$ cat config.mk
export PLATFORM = sky130hd
export DESIGN_NAME = uart_rx_control
export DESIGN_NICKNAME = d
export VERILOG_FILES = /design/src/rtl/uart_rx_control.sv
export SDC_FILE = /design/constraint.sdc
export NUM_CORES = 1
export LEC_CHECK = 0
export CAP_MARGIN = 20
export CELL_PAD_IN_SITES_DETAIL_PLACEMENT = 1
export CELL_PAD_IN_SITES_GLOBAL_PLACEMENT = 2
export CORE_UTILIZATION = 33
export CTS_BUF_LIST = sky130_fd_sc_hd__clkbuf_16
export CTS_CLUSTER_SIZE = 40
export DETAILED_ROUTE_END_ITERATION = 8
export GPL_TIMING_DRIVEN = 1
export PLACE_DENSITY_LB_ADDON = 0.1
export SLEW_MARGIN = 20
export SYNTH_ARGS = -nofsm -noshare
export SYNTH_HDL_FRONTEND = slang
export SYNTH_SLANG_ARGS = --single-unit
$ cat constraint.sdc
create_clock -name clk -period 2 [get_ports clk]
set_input_delay 0.3 -clock clk [delete_from_list [all_inputs] [get_ports clk]]
set_output_delay 0.3 -clock clk [all_outputs]
set_load 0.005 [all_outputs]
$ cat src/rtl/uart_rx_control.sv
`default_nettype none
// ============================================================================
// Module   : uart_rx_control
// Purpose  : Receive-side front end of the serial link. Synchronises the raw
//            rx line, detects the start bit with an oversampling baud tick,
//            samples each data bit at mid-bit and forwards it (bit + one-clk
//            enable) to the downstream serial-to-parallel stage. The byte is
//            also assembled locally (LSB first) and the stop bit is checked.
// Ports    :
//   clk         in   1  system clock
//   rst         in   1  synchronous, active-high reset
//   baud_tick   in   1  one-clk pulse, OVERSAMPLE pulses per bit period
//   rx          in   1  asynchronous serial line, idle high
//   sample_bit  out  1  value of the bit just sampled (held between pulses)
//   sample_en   out  1  one-clk pulse per data bit
//   rx_data     out  8  last good byte, unused upper bits 0
//   rx_valid    out  1  one-clk pulse: good frame, rx_data updated
//   frame_err   out  1  one-clk pulse: stop bit sampled low
//   busy        out  1  high while a frame is in progress
// Revision : 1.0 - initial release
// ============================================================================
module uart_rx_control #(
  parameter int OVERSAMPLE = 16,
  parameter int DATA_BITS  = 8
) (
  input  logic       clk,
  input  logic       rst,
  input  logic       baud_tick,
  input  logic       rx,
  output logic       sample_bit,
  output logic       sample_en,
  output logic [7:0] rx_data,
  output logic       rx_valid,
  output logic       frame_err,
  output logic       busy
);

  localparam int TW = $clog2(OVERSAMPLE);
  localparam int BW = $clog2(DATA_BITS + 1);

  localparam logic [TW-1:0] TICK_MID = TW'(OVERSAMPLE / 2 - 1);
  localparam logic [TW-1:0] TICK_END = TW'(OVERSAMPLE - 1);
  localparam logic [TW-1:0] TICK_ONE = TW'(1);
  localparam logic [BW-1:0] BIT_LAST = BW'(DATA_BITS);
  localparam logic [BW-1:0] BIT_ONE  = BW'(1);
  // Bits enter at the MSB of the shift register, so a short frame ends up
  // left-aligned and must be shifted down into the low bits.
  localparam int            ALIGN    = 8 - DATA_BITS;

  typedef enum logic [1:0] {
    IDLE  = 2'd0,
    START = 2'd1,
    DATA  = 2'd2,
    STOP  = 2'd3
  } state_t;

  // --------------------------------------------------------------------------
  // rx synchroniser: reset to the idle level so no false start after reset
  // --------------------------------------------------------------------------
  logic rx_meta;
  logic rx_s;

  always_ff @(posedge clk) begin
    if (rst) begin
      rx_meta <= 1'b1;
      rx_s    <= 1'b1;
    end else begin
      rx_meta <= rx;
      rx_s    <= rx_meta;
    end
  end

  // --------------------------------------------------------------------------
  // Frame state and datapath registers
  // --------------------------------------------------------------------------
  state_t          state;
  state_t          state_nxt;
  logic [TW-1:0]   tick_cnt;
  logic [TW-1:0]   tick_nxt;
  logic [BW-1:0]   bit_cnt;
  logic [BW-1:0]   bit_nxt;
  logic [BW-1:0]   bit_inc;
  logic [7:0]      shift;
  logic [7:0]      shift_nxt;
  logic            break_wait;
  logic            break_nxt;
  logic            sbit_nxt;
  logic            en_nxt;
  logic [7:0]      data_nxt;
  logic            valid_nxt;
  logic            ferr_nxt;

  assign bit_inc = bit_cnt + BIT_ONE;

  always_ff @(posedge clk) begin
    if (rst) begin
      state      <= IDLE;
      tick_cnt   <= '0;
      bit_cnt    <= '0;
      shift      <= '0;
      break_wait <= 1'b0;
      sample_bit <= 1'b0;
      sample_en  <= 1'b0;
      rx_data    <= '0;
      rx_valid   <= 1'b0;
      frame_err  <= 1'b0;
    end else begin
      state      <= state_nxt;
      tick_cnt   <= tick_nxt;
      bit_cnt    <= bit_nxt;
      shift      <= shift_nxt;
      break_wait <= break_nxt;
      sample_bit <= sbit_nxt;
      sample_en  <= en_nxt;
      rx_data    <= data_nxt;
      rx_valid   <= valid_nxt;
      frame_err  <= ferr_nxt;
    end
  end

  // --------------------------------------------------------------------------
  // Next-state and output logic. Nothing moves unless baud_tick is high.
  // --------------------------------------------------------------------------
  always_comb begin
    state_nxt = state;
    tick_nxt  = tick_cnt;
    bit_nxt   = bit_cnt;
    shift_nxt = shift;
    break_nxt = break_wait;
    sbit_nxt  = sample_bit;
    data_nxt  = rx_data;
    en_nxt    = 1'b0;
    valid_nxt = 1'b0;
    ferr_nxt  = 1'b0;

    if (baud_tick) begin
      case (state)
        IDLE: begin
          // After a framing error the line may be held low (break); the
          // line must be seen high once before a new start is accepted.
          if (break_wait) begin
            if (rx_s) begin
              break_nxt = 1'b0;
            end
          end else if (!rx_s) begin
            state_nxt = START;
            tick_nxt  = '0;
          end
        end

        START: begin
          if (tick_cnt == TICK_MID) begin
            tick_nxt = '0;
            if (rx_s) begin
              // Line went back high before mid-bit: treat as a glitch.
              state_nxt = IDLE;
            end else begin
              state_nxt = DATA;
              bit_nxt   = '0;
            end
          end else begin
            tick_nxt = tick_cnt + TICK_ONE;
          end
        end

        DATA: begin
          if (tick_cnt == TICK_END) begin
            tick_nxt  = '0;
            sbit_nxt  = rx_s;
            en_nxt    = 1'b1;
            shift_nxt = {rx_s, shift[7:1]};
            bit_nxt   = bit_inc;
            if (bit_inc == BIT_LAST) begin
              state_nxt = STOP;
            end
          end else begin
            tick_nxt = tick_cnt + TICK_ONE;
          end
        end

        STOP: begin
          if (tick_cnt == TICK_END) begin
            tick_nxt  = '0;
            state_nxt = IDLE;
            if (rx_s) begin
              data_nxt  = shift >> ALIGN;
              valid_nxt = 1'b1;
            end else begin
              ferr_nxt  = 1'b1;
              break_nxt = 1'b1;
            end
          end else begin
            tick_nxt = tick_cnt + TICK_ONE;
          end
        end

        default: begin
          state_nxt = IDLE;
          tick_nxt  = '0;
        end
      endcase
    end
  end

  assign busy = (state != IDLE);

endmodule
`default_nettype wire

## After elaboration in Yosys (flattened, before gate mapping)

Index checks and enable logic that the tools add are counted.
W data, S select, Z words.

| operators by class | value |
|---|---|
| reduce and logical (&&, ||, !) cells | 13 |
| equal/unequal tests | 14 |
| $add $sub $neg | 2 |
| bitwise operators | 4 |
| multiplexer cells | 23 |

Operators with widths:

| kind | count |
|---|---|
| $mux W4 | 6 |
| $ne A2 B2 Y1 const B | 8 |
| $mux W2 | 7 |
| $pmux W4 S3 | 1 |
| $add A4 B1 Y4 const B | 2 |
| $eq A4 B4 Y1 const B | 2 |
| $pmux W2 S4 | 1 |
| $pmux W4 S2 | 1 |
| $reduce_and A4 Y1 | 2 |
| $reduce_and A7 Y1 | 1 |
| $mux W1 | 6 |
| $reduce_and A3 Y1 | 2 |
| $reduce_bool A2 Y1 | 3 |
| $reduce_and A5 Y1 | 1 |
| $eq A2 B2 Y1 const B | 2 |
| $eq A4 B3 Y1 const B | 1 |
| $not A1 Y1 | 4 |
| $reduce_or A4 Y1 | 1 |
| $reduce_or A3 Y1 | 1 |
| $eq A2 B1 Y1 const B | 1 |
| $logic_not A2 Y1 | 1 |
| $pmux W1 S2 | 1 |
| $reduce_or A2 Y1 | 1 |

| storage, ports and cells | value |
|---|---|
| word-level logic and storage cells | 68 |
| output and inout bits | 13 |
| input port bits | 4 |
| bits in registers | 33 |

## Depth between registers and ports, before layout

Gate-level depths: netlist of the first run.

| depth | value |
|---|---|
| depth after elaboration | 5 |
| mapped depth | 7 |
| gate-level depth less buffers | 5 |

## Least setup slack after synthesis of the first run

No wires, ideal clock.

| timing path | value |
|---|---|
| path type | reg2reg |
| from | register tick_cnt[0] |
| to | register bit_cnt[1] |
| clock period less this slack | 1.425 ns |
| cell stages (with the launch flop) | 8 |
| buffers on the path | 2 |
| path slack | 0.575 ns |
| library setup time | 0.128 ns |
| data required time | 1.872 ns |
| data arrival time | 1.297 ns |
| cells stage by stage | dfxtp_1 -> ha_1 -> and3_1 -> buf_6 -> and2_4 -> buf_6 -> a22oi_2 -> nor2_1 |

| on the way | value |
|---|---|
| cells in the longest elaborated chain, start to end | 3 |
| elaborated cells on any way between the ends | 5 |
| those cells by class | eq/ne: 4; reduce/logical: 1 |

Ends and longest elaborated chain:

| what | RTL line | text |
|---|---|---|
| start: declaration | 78 | `logic [TW-1:0] tick_cnt;` |
| start signal: assignment | 109 | `tick_cnt <= tick_nxt;` |
| $eq A4 B4 Y1 or $eq A4 B3 Y1 (tied branches) | 167, 152 |  |
| $ne A2 B2 Y1 (no source line) | n/a |  |
| $reduce_and A5 Y1 (no source line) * | n/a |  |
| end signal: assignment | 110 | `bit_cnt <= bit_nxt;` |
| end: declaration | 80 | `logic [BW-1:0] bit_cnt;` |

Mark *: on every way between the ends. The rest lies on a longest branch, timed or not.
A chain may end at the register's enable or synchronous reset.

## Worst setup path after layout of the first run

| timing path | value |
|---|---|
| from | register state[0] |
| to | output busy |

| on the way | value |
|---|---|
| cells in the longest elaborated chain, start to end | 1 |

Ends and longest elaborated chain:

| what | RTL line | text |
|---|---|---|
| start: declaration | 76 | `state_t state;` |
| start signal: assignment | 108 | `state <= state_nxt;` |
| $reduce_bool A2 Y1 | 205 | `assign busy = (state != IDLE);` |
| end: declaration | 35 | `output logic busy` |

Every way passes these cells.

==> impl_metrics.env, run 1 <==
export IMPL_final_cell_mix="dfxtp_1 (32), nand2_1 (21), nor2_1 (18)"
export IMPL_io_buffers=16
export IMPL_cp_arrival_ps=1580
export IMPL_fin_skew_ps=2.03
export IMPL_ff_latch_area_sq_um=641
export IMPL_io_pins=17
export IMPL_vias=1068
export IMPL_grt_pass1_vias=984
export IMPL_post_synth_top_area_cell="dfxtp_1"
export IMPL_rows=22
export IMPL_synth_top_area_share_pct=47.2
export IMPL_tightest_slew_ps=422
export IMPL_die_y_microns=66.1
export IMPL_clock_fmax_mhz=533
export IMPL_root_buffer="clkbuf_16"
export IMPL_crit_family="buffers and inverters"
export IMPL_numCtsBuffers=5
export IMPL_cts_num_sinks=32
export IMPL_fin_crit_ps=1880
export IMPL_drive_above_1_share_pct=12.1
export IMPL_post_cts_buffers=0
export IMPL_clk_insertion_delay_late_ps=280
export IMPL_syn_inst=149
export IMPL_final_cells=213
export IMPL_grt_remaining_overflow=0
export IMPL_initial_core_util_pct=35.7
export IMPL_grt_max_degree=14
export IMPL_routed_via_density=5.01
export IMPL_required_ps=1700
export IMPL_dp_hpwl_mm=1.93
export IMPL_core_sq_um=3800
export IMPL_syn_area_sq_um=1360
export IMPL_wl_mm=2.80
export IMPL_hold_viol_final=0
export IMPL_synth_area_leaders="dfxtp_1 (47%), mux2i_1 (6.6%), nand2_1 (5.8%), nor2_1 (5.0%), a21oi_1 (4.1%)"
export IMPL_start_kind="flop"
export IMPL_pre_cts_slack_ps=143
export IMPL_nNetsFinal=170
export IMPL_wire_per_inst_microns=13.1
export IMPL_die_x_microns=66.1
export IMPL_layout_commonest_cell="dfxtp_1"
export IMPL_period_share_pct=93.8
export IMPL_htreeDepth=2
export IMPL_tritoncts="built"
export IMPL_synth_seq_area_share_pct=47.2
export IMPL_synth_cell_types=40
export IMPL_outcome="finished clean"
export IMPL_multi_input_comb_area_sq_um=626
export IMPL_drt_first_pass_iters=4
export IMPL_cp_num_buf_inv=2
export IMPL_antenna_found_initial=0
export IMPL_cts_buffer_depth=2
export IMPL_post_cts_resized=0
export IMPL_cap_violations=0
export IMPL_path_cells="nor2_1 -> inv_2 -> clkdlybuf4s50_1"
export IMPL_syn_nets=155
export IMPL_yosys_register_bits=32
export IMPL_postCtsHoldBufs=0
export IMPL_avgSynthCellArea_sq_um=9.11
export IMPL_leakage_nw=0.667
export IMPL_hp_class="reg2reg"
export IMPL_drc=0
export IMPL_finalSetupViolCount=0
export IMPL_crit_path_max_fanout=10
export IMPL_track_usage_pct=14.9
export IMPL_fin_ws_ps=125
export IMPL_utilization_pct=44.3
export IMPL_grt_pass1_wl_mm=4.67
export IMPL_nFillCells=440
export IMPL_power_density_nw_per_um2=911
export IMPL_dieArea_sq_um=4370
export IMPL_insertedDiodeCount=0
export IMPL_synth_edf_count=0
export IMPL_cp_slowest_cell="dfxtp_1"
export IMPL_antenna_left=0
export IMPL_ir_drop_mv=0.433
export IMPL_async_reset_ff_share_pct=0
export IMPL_end_kind="primary output"
export IMPL_clk_pin_slew_ps=50
export IMPL_relSlewSlack_pct=71.7
export IMPL_final_max_slew_viol_count=0
export IMPL_synth_yosys_warnings=0
export IMPL_drtIter0Drc=47
export IMPL_slowest_delay_ps=530
export IMPL_final_setup_tns_ps=0
export IMPL_synth_main_ff_cell="dfxtp_1"
export IMPL_gp_congestion=0.764
export IMPL_rsz0062_at_grt="no"
export IMPL_dp_cells=205
export IMPL_crit_type="reg2out"
export IMPL_areaGrowthSynthToFinish_pct=24.1
cells by family after synthesis:
family                     synth area share (%)
AOI/OAI and AO/OA                          13.8
xor gates and xnor gates                   1.29
adders and majority gates                  1.84
buffers and inverters                      6.73
DFF                                        47.2
muxes                                      6.64
and+or+nand+nor                            22.5
through the flow:
step	area (sq um)	hold WS (ps)	power, mW
after floorplan	1360	389	0.685
after global placement	1520	395	0.699
after detailed placement	1520	398	0.700
after CTS	1680	413	1.56
after global routing	1680	422	1.59
final	1680	411	1.53
sequential cells by signal, indices dropped and copies added, names as in the netlist, 4 cells and up, named ones only:
signal	cells
rx_data	8
shift	8
bit_cnt	4
tick_cnt	4
cells in the mapped netlist (all sizes together) (3+ instances only):
master / n
nand2: 21
dfxtp: 32
inv: 3
buf: 6
a21oi: 11
clkbuf: 5
or2: 3
nor2b: 3
nand3: 4
a31oi: 3
o21ai: 6
mux2i: 9
nor2: 18
cell type report:
cell class	count	share of cell area [%]
Sequential cell	32	38.0
Multi-Input combinational cell	103	37.1
Timing Repair Buffer	19	10.8
Clock buffer	5	7.43
Tap cell	48	3.57
Clock inverter	3	2.30
Inverter	3	0.669
routing by layer:
metal | vias to the layer above | part of all wire (%) | global-route usage, %
met3 | 7 | 3.6 | 4.31
met5 | - | 0 | 0
li1 | 543 | - | -
met1 | 498 | 50 | 18.7
met4 | 0 | 2.4 | 9.57
met2 | 20 | 44 | 22.1
where the power goes:
part,switching (mW),internal [mW]
Clock,0.269,0.580
Sequential,0.00503,0.642
Combinational,0.0224,0.0170
worst paths after layout:
| kind | depth (start not counted) | startpoint | slack (ps) | end |
|---|---|---|---|---|
| min reg2reg | 1 | rx_meta | 410 | rx_s |
| max reg2reg | 5 | tick_cnt[0] | 340 | rx_data[0] |
| min | 1 | rx_meta | 410 | rx_s |
| max | 3 | state[0] | 120 | busy |
No activity file was read; power rests on OpenSTA's default activity.
==> run 2, diff against run 1 <==
Settings changed: CORE_MARGIN set to 4.
==> run 2 against run 1 <==
Compared with the run above: power barely moved; via count increased by 3.2%; sequential share of layout area down 0.18 points; sequential power hardly changed; highest routed layer unchanged; clock skew grew 0.93 ps; worst hold slack improved by 4.4 ps; largest power group unchanged.
==> impl_metrics.env, run 2 (synthesis results as in run 1) <==
export IMPL_outcome="finished clean"
export IMPL_track_usage_pct=13.5
export IMPL_antenna_left=0
export IMPL_die_x_microns=72.1
export IMPL_crit_path_max_fanout=9
export IMPL_post_cts_resized=0
export IMPL_wire_per_inst_microns=14.1
export IMPL_layout_commonest_cell="dfxtp_1"
export IMPL_relSlewSlack_pct=71.3
export IMPL_leakage_nw=0.673
export IMPL_ir_drop_mv=0.469
export IMPL_rsz0062_at_grt="no"
export IMPL_finalHoldWorstSlack_ps=415
export IMPL_final_cell_mix="dfxtp_1 (31), nand2_1 (21), nor2_1 (18)"
export IMPL_drc=0
export IMPL_numCtsBuffers=5
export IMPL_areaGrowthSynthToFinish_pct=24.9
export IMPL_tritoncts="built"
export IMPL_crit_type="reg2out"
export IMPL_cp_arrival_ps=1600
export IMPL_cts_buffer_depth=2
export IMPL_grt_max_degree=21
export IMPL_clk_insertion_delay_late_ps=280
export IMPL_initial_core_util_pct=33.9
export IMPL_path_depth=3
export IMPL_clk_pin_slew_ps=50
export IMPL_pre_cts_slack_ps=217
export IMPL_nNetsFinal=171
export IMPL_drive_above_1_share_pct=13.3
export IMPL_dieArea_sq_um=5200
export IMPL_dpl_cell_area_sq_um=1530
export IMPL_fin_crit_ps=1900
export IMPL_cp_slowest_cell="dfxtp_1"
export IMPL_crit_family="buffers and inverters"
export IMPL_power_density_nw_per_um2=905
export IMPL_io_pins=17
export IMPL_rows=23
export IMPL_end_kind="primary output"
export IMPL_r2r_start="tick_cnt[0]"
export IMPL_cp_num_buf_inv=2
export IMPL_htreeDepth=2
export IMPL_drtIter0Drc=44
export IMPL_grt_pass1_wl_mm=5.40
export IMPL_drt_first_pass_iters=4
export IMPL_antenna_found_initial=0
export IMPL_tightest_slew_ps=428
export IMPL_cap_violations=0
export IMPL_grt_remaining_overflow=0
export IMPL_path_cells="nor2_1 -> inv_2 -> clkdlybuf4s50_1"
export IMPL_wl_mm=3.05
export IMPL_clock_fmax_mhz=527
export IMPL_post_cts_buffers=0
export IMPL_grt_pass1_vias=1102
export IMPL_reg2regPathDepth=5
export IMPL_reg_top3="rx_data (8), shift (8)"
export IMPL_hold_viol_final=0
export IMPL_dp_hpwl_mm=2.05
export IMPL_rrSetupSlack_ps=430
export IMPL_fin_area_sq_um=1700
export IMPL_crit_end="busy"
export IMPL_fin_ws_ps=101
export IMPL_io_buffers=16
export IMPL_utilization_pct=42.4
export IMPL_routed_via_density=5.10
export IMPL_start_kind="flop"
export IMPL_r2r_end="rx_data[7]"
export IMPL_cts_num_sinks=32
export IMPL_core_sq_um=4000
export IMPL_required_ps=1700
export IMPL_final_max_slew_viol_count=0
export IMPL_fin_skew_ps=2.96
export IMPL_postCtsHoldBufs=0
export IMPL_finalSetupViolCount=0
export IMPL_final_setup_tns_ps=0
export IMPL_root_buffer="clkbuf_16"
export IMPL_hp_class="reg2reg"
export IMPL_vias=1102
export IMPL_slowest_delay_ps=510
export IMPL_gp_congestion=0.720
export IMPL_period_share_pct=95.0
export IMPL_insertedDiodeCount=0
export IMPL_die_y_microns=72.1
[run 2: power breakdown]
part	leakage [nW]	switching [mW]	total (mW)	internal, mW
sequential	0.259	0.00515	0.647	0.642
combinational	0.329	0.0231	0.0401	0.0170
clock	0.0850	0.268	0.848	0.580
total	0.673	0.296	1.53	1.24
[run 2: layer usage]
layer | track usage (%) | routed length, microns | vias to the layer above
met5 | 0 | 0 | -
li1 | - | - | 543
met3 | 4.99 | 127 | 7
met1 | 16.5 | 1460 | 534
met4 | 6.89 | 63 | 0
met2 | 20.7 | 1390 | 18
[run 2: stage by stage]
step | cells | power [mW]
after floorplan | 149 | 0.685
after global placement | 208 | 0.700
after detailed placement | 208 | 0.700
after CTS | 216 | 1.56
after global routing | 216 | 1.59
final | 216 | 1.53
[run 2: final cells by class]
| cell class | count | area (sq um) |
|---|---|---|
| fill | 460 | 2300 |
| tap | 50 | 62.6 |
| multi-input combinational | 103 | 626 |
| sequential | 32 | 642 |
| inverter | 3 | 11.3 |
| timing repair buffer | 20 | 190 |
| clock inverter | 3 | 38.8 |
| clock buffer | 5 | 125 |
[run 2: worst register-to-register path: cells and delay by family (launching register included)]
family | cells | cell delay (ps)
adders and majority gates | 1 | 230
DFF | 1 | 380
muxes | 1 | 260
and+or+nand+nor | 3 | 600
[run 2: worst min-delay path by stage]
| stage | startpoint | slack (ps) | to | cells after the start |
|---|---|---|---|---|
| after global placement | rx_meta | 400 | rx_s | 1 |
| after global routing | rx_meta | 420 | rx_s | 1 |
| after detailed placement | rx_meta | 400 | rx_s | 1 |
| final | rx_meta | 410 | rx_s | 1 |
| after CTS | rx_meta | 410 | rx_s | 1 |
| after floorplan | rx_meta | 390 | rx_s | 1 |
==> patch: new RTL, flow settings as in run 2 <==
Change the parameter `DATA_BITS` from 8 to 4.
--- a/src/rtl/uart_rx_control.sv
+++ b/src/rtl/uart_rx_control.sv
@@ -22,5 +22,5 @@
 module uart_rx_control #(
   parameter int OVERSAMPLE = 16,
-  parameter int DATA_BITS  = 8
+  parameter int DATA_BITS  = 4
 ) (
   input  logic       clk,
Check against the original RTL: same outputs for any inputs over 10 cycles, from zero or initial values and one cycle with rst high; that may be too few to reach the edited logic, so the function may still have changed.
==> patch against run 2 <==
- routed wire length is 28% lower
- worst setup slack better by 0.033 ns
- total power fell by 40%
- cell count is 23% lower
- design area fell by 25%
- maximum frequency rose by 1.8%
- sequential cell count is 9 lower
- synthesized area down 21%
- via count down 27%
- die area decreased by 19%
==> patch: results (changes against run 2) <==
{
  "outcome": {"value": "finished clean", "change": "unchanged"},
  "nNetsFinal": {"value": 130, "change": "was 171"},
  "clk_latency": {"value": 0.25, "unit": "ns", "change": "was 0.28 ns"},
  "grt_first_pass_wirelength": {"value": 3920, "unit": "µm", "change": "was 5400 µm"},
  "cts_made_buffers": {"value": 3, "change": "was 5"},
  "layout_top_registers": {"value": "rx_data (4), tick_cnt (4)", "change": "was rx_data (8), shift (8)"},
  "grt_pass1_vias": {"value": 858, "change": "was 1102"},
  "dr.first_iter.drc_count": {"value": 25, "change": "was 44"},
  "p_leak": {"value": 0.000510, "unit": "µW", "change": "was 0.000673 µW"},
  "drive_gt1_frac": {"value": 0.131, "change": "was 0.133"},
  "detail_route.vias_per_cell": {"value": 4.87, "change": "was 5.10"},
  "timing.critical_path.slowest_cell_delay": {"value": 0.58, "unit": "ns", "change": "was 0.51 ns"},
  "pre_cts_slack": {"value": 0.323, "unit": "ns", "change": "was 0.217 ns"},
  "synth_top_cells_by_count": {"value": "dfxtp_1, nor2_1, mux2i_1", "change": "was dfxtp_1, nand2_1, nor2_1"},
  "dp.final_hpwl": {"value": 1620, "unit": "µm", "change": "was 2050 µm"},
  "worst-endpoint-arrival": {"value": 1.57, "unit": "ns", "change": "was 1.60 ns"},
  "postRouteWirelength": {"value": 2200, "unit": "µm", "change": "was 3050 µm"},
  "vdd_drop_max": {"value": 0.000563, "unit": "V", "change": "was 0.000469 V"},
  "track_usage": {"value": 0.121, "change": "was 0.135"},
  "num-fill-cells": {"value": 369, "change": "was 460"},
  "distinct_cell_type_count_of_the_synthesized_netlist": {"value": 41, "change": "was 40"},
  "buffer_ports.inserted": {"value": 12, "change": "was 16"},
  "crit_fanout": {"value": 11, "change": "was 9"},
  "globalplace.congestion": {"value": 0.762, "change": "was 0.720"},
  "async_reset_ff_frac": {"value": 0, "change": "unchanged"},
  "internal_power": {"value": 744, "unit": "µW", "change": "was 1240 µW"},
  "synth.top_cells.by_area": {"value": "dfxtp_1, mux2i_1, nor2_1", "change": "was dfxtp_1, mux2i_1, nand2_1"},
  "largest_net_degree_at_the_start_of_global_routing": {"value": 15, "change": "was 21"},
  "sequential_cell_area_fraction_in_the_yosys_report": {"value": 0.431, "change": "was 0.472"}
}
==> patch: cell types whose count changed after synthesis, moves of 4 or more <==
| cell | change |
|---|---|
| buf_6 | -4 |
| buf_4 | +6 |
| dfxtp_1 | -9 |
| nand2_1 | -19 |
| a21oi_1 | -7 |
==> patch: power by group through the flow <==
stage          clock, µW  sequential, µW  combinational (µW)
2_1_floorplan          0             473                28.1
5_1_grt              459             465                44.7
3_5_place_dp           0             475                40.0
4_1_cts              433             465                40.3
6_report             418             465                40.0
3_3_place_gp           0             475                39.6
==> patch: metal layers <==
layer	vias to the layer above	routed length, µm	global-route usage
met4	0	19	0.0317
met1	392	1060	0.141
met5	-	0	0
met3	2	61	0.0364
met2	8	1060	0.215
li1	407	-	-
==> patch: logic make-up (layout without fill, tap and decap cells) <==
kind of cell,Yosys count,count (layout),synth area share
and+or+nand+nor,41,41,0.231
DFF,23,23,0.431
AOI/OAI and AO/OA,19,19,0.118
buffers and inverters,14,22,0.0879
muxes,9,9,0.0844
adders and majority gates,3,3,0.0352
other,1,4,0.00351
xor gates and xnor gates,1,1,0.00821
==> patch: cell type report <==
type / count / share of cell area
Multi-Input combinational cell: 77 / 0.412
Sequential cell: 23 / 0.362
Timing Repair Buffer: 15 / 0.112
Clock buffer: 3 / 0.0590
Tap cell: 44 / 0.0433
Inverter: 3 / 0.00885
Clock inverter: 1 / 0.00295
==> patch: worst paths after layout <==
check        slack, ns        start    endpoint
min               0.41      rx_meta        rx_s
min reg2reg       0.41      rx_meta        rx_s
max               0.13     register        busy
max reg2reg       0.42  tick_cnt[0]  rx_data[1]
==> patch: stage by stage <==
stage,utilization,std cells,instance area (µm²)
floorplan,-,114,1080
global placement,0.388,162,1190
detailed placement,0.388,162,1190
CTS,0.413,166,1270
global route,0.413,166,1270
finish,0.413,166,1270
